<file path="config.mk">
export PLATFORM = sky130hd
export DESIGN_NAME = instruction_fetch
export DESIGN_NICKNAME = d
export VERILOG_FILES = /design/src/rtl/instruction_fetch.sv
export SDC_FILE = /design/constraint.sdc
export NUM_CORES = 1
export LEC_CHECK = 0
export BUFFER_PORTS_ARGS = -buffer_cell sky130_fd_sc_hd__buf_2
export CAP_MARGIN = 10
export CORE_MARGIN = 3
export CORE_UTILIZATION = 45
export DETAILED_ROUTE_END_ITERATION = 10
export PLACE_DENSITY = 0.77
export SYNTH_ARGS = -nofsm -noshare
export SYNTH_HDL_FRONTEND = slang
export SYNTH_SLANG_ARGS = --single-unit
</file>
<file path="constraint.sdc">
create_clock -name clk -period 1.9 [get_ports clk]
set_clock_uncertainty 0.05 [all_clocks]
set_input_delay 0.57 -clock clk [delete_from_list [all_inputs] [get_ports clk]]
set_output_delay 0.57 -clock clk [all_outputs]
set_load 0.02 [all_outputs]
</file>
<file path="src/rtl/instruction_fetch.sv">
// ---------------------------------------------------------------------------
// instruction_fetch
//    Three-state fetch unit: issues a one-cycle read to instruction memory,
//    captures the returned word, then holds it until the decoder accepts it.
//    A redirect (branch/jump) restarts fetching at a new word-aligned address
//    and discards whatever was in flight.
//
//    state   | meaning
//    --------+---------------------------------------------------------------
//    FETCH   | imem_rd high, address = pc_reg
//    CAPTURE | read data arriving this cycle, latched into instr/pc
//    HOLD    | instr_valid high, waiting for instr_ready
//
// Ports
//    clk, reset          clock, synchronous active-high reset
//    imem_addr/rd/rdata  instruction memory port (data one cycle after rd)
//    instr, pc           fetched word and its address
//    instr_valid/ready   handshake to the decoder
//    redirect(_target)   change of flow; target forced to word alignment
//    misalign_err        one-cycle pulse after a non-aligned redirect target
//    fetch_count         instructions accepted downstream (wraps)
// ---------------------------------------------------------------------------
module instruction_fetch #(
   parameter logic [31:0] RESET_PC          = 32'h0000_0000,
   // fetch_count value after reset; nonzero only to exercise counter wrap
   parameter logic [31:0] FETCH_COUNT_RESET = 32'h0000_0000
) (
   input  logic        clk,
   input  logic        reset,
   output logic [31:0] imem_addr,
   output logic        imem_rd,
   input  logic [31:0] imem_rdata,
   output logic [31:0] instr,
   output logic [31:0] pc,
   output logic        instr_valid,
   input  logic        instr_ready,
   input  logic        redirect,
   input  logic [31:0] redirect_target,
   output logic        misalign_err,
   output logic [31:0] fetch_count
);

   typedef enum logic [1:0] {
      FETCH   = 2'd0,
      CAPTURE = 2'd1,
      HOLD    = 2'd2
   } state_t;

   localparam logic [31:0] RESET_PC_ALIGNED = RESET_PC & 32'hFFFF_FFFC;

   state_t      state_q, state_d;
   logic [31:0] pc_reg_q, pc_reg_d;
   logic [31:0] instr_q, instr_d;
   logic [31:0] pc_q, pc_d;
   logic        instr_valid_q, instr_valid_d;
   logic        misalign_err_q, misalign_err_d;
   logic [31:0] fetch_count_q, fetch_count_d;
   logic        rd_state;

   always_comb begin
      state_d        = state_q;
      pc_reg_d       = pc_reg_q;
      instr_d        = instr_q;
      pc_d           = pc_q;
      instr_valid_d  = instr_valid_q;
      fetch_count_d  = fetch_count_q;
      misalign_err_d = 1'b0;
      rd_state       = 1'b0;

      case (state_q)
         FETCH: begin
            rd_state = 1'b1;
            state_d  = CAPTURE;
         end
         CAPTURE: begin
            instr_d       = imem_rdata;
            pc_d          = pc_reg_q;
            instr_valid_d = 1'b1;
            state_d       = HOLD;
         end
         HOLD: begin
            if (instr_ready && instr_valid_q) begin
               pc_reg_d      = pc_reg_q + 32'd4;
               fetch_count_d = fetch_count_q + 32'd1;
               instr_valid_d = 1'b0;
               state_d       = FETCH;
            end
         end
         default: begin
            state_d       = FETCH;
            instr_valid_d = 1'b0;
         end
      endcase

      // Redirect wins over everything above: no capture, no acceptance count.
      if (redirect) begin
         pc_reg_d       = {redirect_target[31:2], 2'b00};
         state_d        = FETCH;
         instr_d        = instr_q;
         pc_d           = pc_q;
         instr_valid_d  = 1'b0;
         fetch_count_d  = fetch_count_q;
         misalign_err_d = |redirect_target[1:0];
      end
   end

   always_ff @(posedge clk) begin
      if (reset) begin
         state_q        <= FETCH;
         pc_reg_q       <= RESET_PC_ALIGNED;
         instr_q        <= 32'h0;
         pc_q           <= 32'h0;
         instr_valid_q  <= 1'b0;
         misalign_err_q <= 1'b0;
         fetch_count_q  <= FETCH_COUNT_RESET;
      end else begin
         state_q        <= state_d;
         pc_reg_q       <= pc_reg_d;
         instr_q        <= instr_d;
         pc_q           <= pc_d;
         instr_valid_q  <= instr_valid_d;
         misalign_err_q <= misalign_err_d;
         fetch_count_q  <= fetch_count_d;
      end
   end

   // Read strobe is suppressed while reset is held so memory sees no access.
   assign imem_rd      = rd_state & ~reset;
   assign imem_addr    = pc_reg_q;
   assign instr        = instr_q;
   assign pc           = pc_q;
   assign instr_valid  = instr_valid_q;
   assign misalign_err = misalign_err_q;
   assign fetch_count  = fetch_count_q;

endmodule

</file>
==> flow_summary.yaml <==
global_route:
  grt_start_max_net_pins: 58
  grt-ovfl-total: 0
  grt_pass1_vias: 5052
  grt_pass1_wl_mm: 24.3
  grtUsageTotal_pct: 22.6
  antenna_found_initial: 1
setup_path:
  worstPathMaxFanout: 5
  path_class: "reg2out"
  critPathArrivalTime_ns: 1.22
  cp.required_ns: 1.28
  start_kind: "flip-flop"
  critPathCaptureType: "primary output"
yosys:
  ys_ff_latch: 128
  ys.flop_type: "dfxtp_1"
  yosysWarnings: 0
  synth_area_mm2: 0.00543
  synth-async-reset-ratio_pct: 0
  synth_edf_count: 0
  yosys.area.top_type: "dfxtp_1"
  ys_seq_area_share_pct: 47.2
  postSynthCellCount: 661
  yosysTopAreaCellShare_pct: 47.2
  synth_cell_types: 41
  synth.avg_cell_area_um2: 8.21
  synthTopCellsByArea: "dfxtp_1 47%, nand2_1 10%, a21oi_1 7.5%"
pwr:
  total_power_mw: 6.92
  swShare_pct: 23.3
  ir_drop_mv: 0.638
  power.share.clock_pct: 50.8
  seq_power_share_pct: 40.9
  p_per_area_mw_per_mm2: 923
  p_sw_mw: 1.61
  power.internal_mw: 5.31
  comb_power_share_pct: 8.3
  leakage_nw: 3.22
timing:
  rsz0062_at_grt: "false"
  slew_headroom_pct: 58.3
  fin_ws_ns: 0.0564
  hold_viol: 0
  min_period_ns: 1.84
  fmax_mhz: 542
  timing.hold.ws_ns: 0.304
  worst_pin_slew_ns: 0.625
  setup_viol: 0
  slew_viol_final: 0
  min_period_over_period_pct: 97.0
floorplan:
  rows: 39
  dieArea_mm2: 0.0134
  start_util_pct: 46.7
  fp.coreArea_mm2: 0.0116
  pin_count: 199
  die_x_um: 116
  die_h_um: 116
clock_tree:
  cts.path.max_buffers: 2
  cts_hold_buf: 0
  cts.sinks: 128
  cts_max_level: 4
  cts_tree: "yes"
  cts_root_buf: "clkbuf_16"
  cts_buffers: 17
  cts.clk_slew.worst_paths_ns: 0.05
  clock_latency_ns: 0.41
place:
  place_area_mm2: 0.00680
  place.gp.congestion: 0.866
  port_buffers: 194
  post-dp-hpwl_mm: 10.7
  dp_slack_ns: -0.183
finish:
  fin_area_mm2: 0.00749
  drive_gt1_share_pct: 33.0
  syn2layout_area_growth_pct: 38.0
  final_cell_mix: "193 x buf_2, 144 x nand2_1, 128 x dfxtp_1, 81 x a21oi_1, 50 x nor2_1"
  antennaDiodeCount: 0
  fin_nets: 948
  layout_commonest_cell: "buf_2"
detailed_routing:
  wl_mm: 15.0
  drc: 0
  drt-pass1-iter-count: 5
  num_vias: 5348
  wire_per_inst_um: 14.5
  drtIter0Drc: 383
  via_per_inst: 5.17
  ant_nets: 0
min_path:
  hp-class: "in2reg"
outcome:
  status: "finished clean"
job:
  max_cap_violations: 0
[worst max-delay path, cell delays in order, from the launching register on]
cell     delay (ns)
dfxtp_1        0.31
buf_4          0.15
nor3_2         0.16
buf_2          0.20
[path summary, 6_finish.rpt]
kind | start | end | slack [ns] | depth (start not counted)
max | state_q[1]$_SDFFE_PP0N_ | imem_rd | 0.06 | 3
min | redirect_target[30] | imem_addr[30]$_SDFFE_PP0P_ | 0.30 | 3
max reg2reg | instr_valid$_SDFFE_PP0P_ | imem_addr[21]$_SDFFE_PP0P_ | 0.10 | 6
min reg2reg | instr[24]$_SDFFE_PP0P_ | instr[24]$_SDFFE_PP0P_ | 0.40 | 2
[layer usage]
layer / vias to the layer above / track usage, % / part of all wire [%]
met5: - / 0 / 0.087
met4: 2 / 8.12 / 1.7
met3: 24 / 7.15 / 7.9
met2: 193 / 36.6 / 47
met1: 2445 / 28.5 / 43
li1: 2684 / - / -
[logic make-up (layout without fill, tap and decap cells)]
group	count (synthesis)	in the layout	share of synthesized area [%]
AOI/OAI and AO/OA	123	123	12.8
xor gates and xnor gates	47	47	7.59
adders and majority gates	2	2	0.461
buffers and inverters	58	285	5.10
DFF	128	128	47.2
muxes	3	3	0.553
other	1	4	0.0691
and+or+nand+nor	299	299	26.2
[power by group through the flow]
stage	registers, mW	logic (mW)	clock network (mW)
final	2.83	0.576	3.51
after global routing	2.84	0.630	3.69
after detailed placement	2.89	0.573	0
after global placement	2.88	0.568	0
after floorplan	2.99	0.211	0
after CTS	2.83	0.576	3.57
[per-stage QoR]
step | cells | utilization, % | TNS (ns)
after global routing | 1034 | 64.5 | 0
after CTS | 1033 | 64.1 | 0
after global placement | 1001 | 58.6 | -2.78
final | 1034 | 64.5 | 0
after floorplan | 664 | - | 0
after detailed placement | 1001 | 58.6 | -4.20
[layout make-up]
cell class	count	area, um2
Tap cell	143	179
Multi-Input combinational cell	478	2670
Clock buffer	17	425
Fill cell	1014	4130
Clock inverter	15	218
Inverter	12	45.0
Sequential cell	128	2560
Timing Repair Buffer	241	1390
[what timing repair did]
| item | 4_1_cts | 5_1_grt |
|---|---|---|
| gates resized for setup | 0 | 7 |
| setup endpoints to repair | 0 | 8 |
| buffers inserted | 0 | 1 |
| hold endpoints to repair | 0 | 0 |
[synth_stat cells, types with 2 or more instances]
library cell and number:
dfxtp_1 128, nand3_1 16, buf_2 5, nor4_1 7, buf_4 7, buf_6 2
and4_1 11, nor2_1 51, o21ai_0 18, mux2i_1 3, or3_1 11, a21oi_1 81
xnor2_1 22, ha_1 2, and2_1 7, nand2b_1 2, inv_1 12, a211oi_1 17
a211oi_2 3, nand2_1 144, and3_1 5, nor3_1 10, xor2_1 25, nand4_1 23
clkbuf_1 31, nand3_2 3
Note: power is estimated with default switching activity, not from simulation.
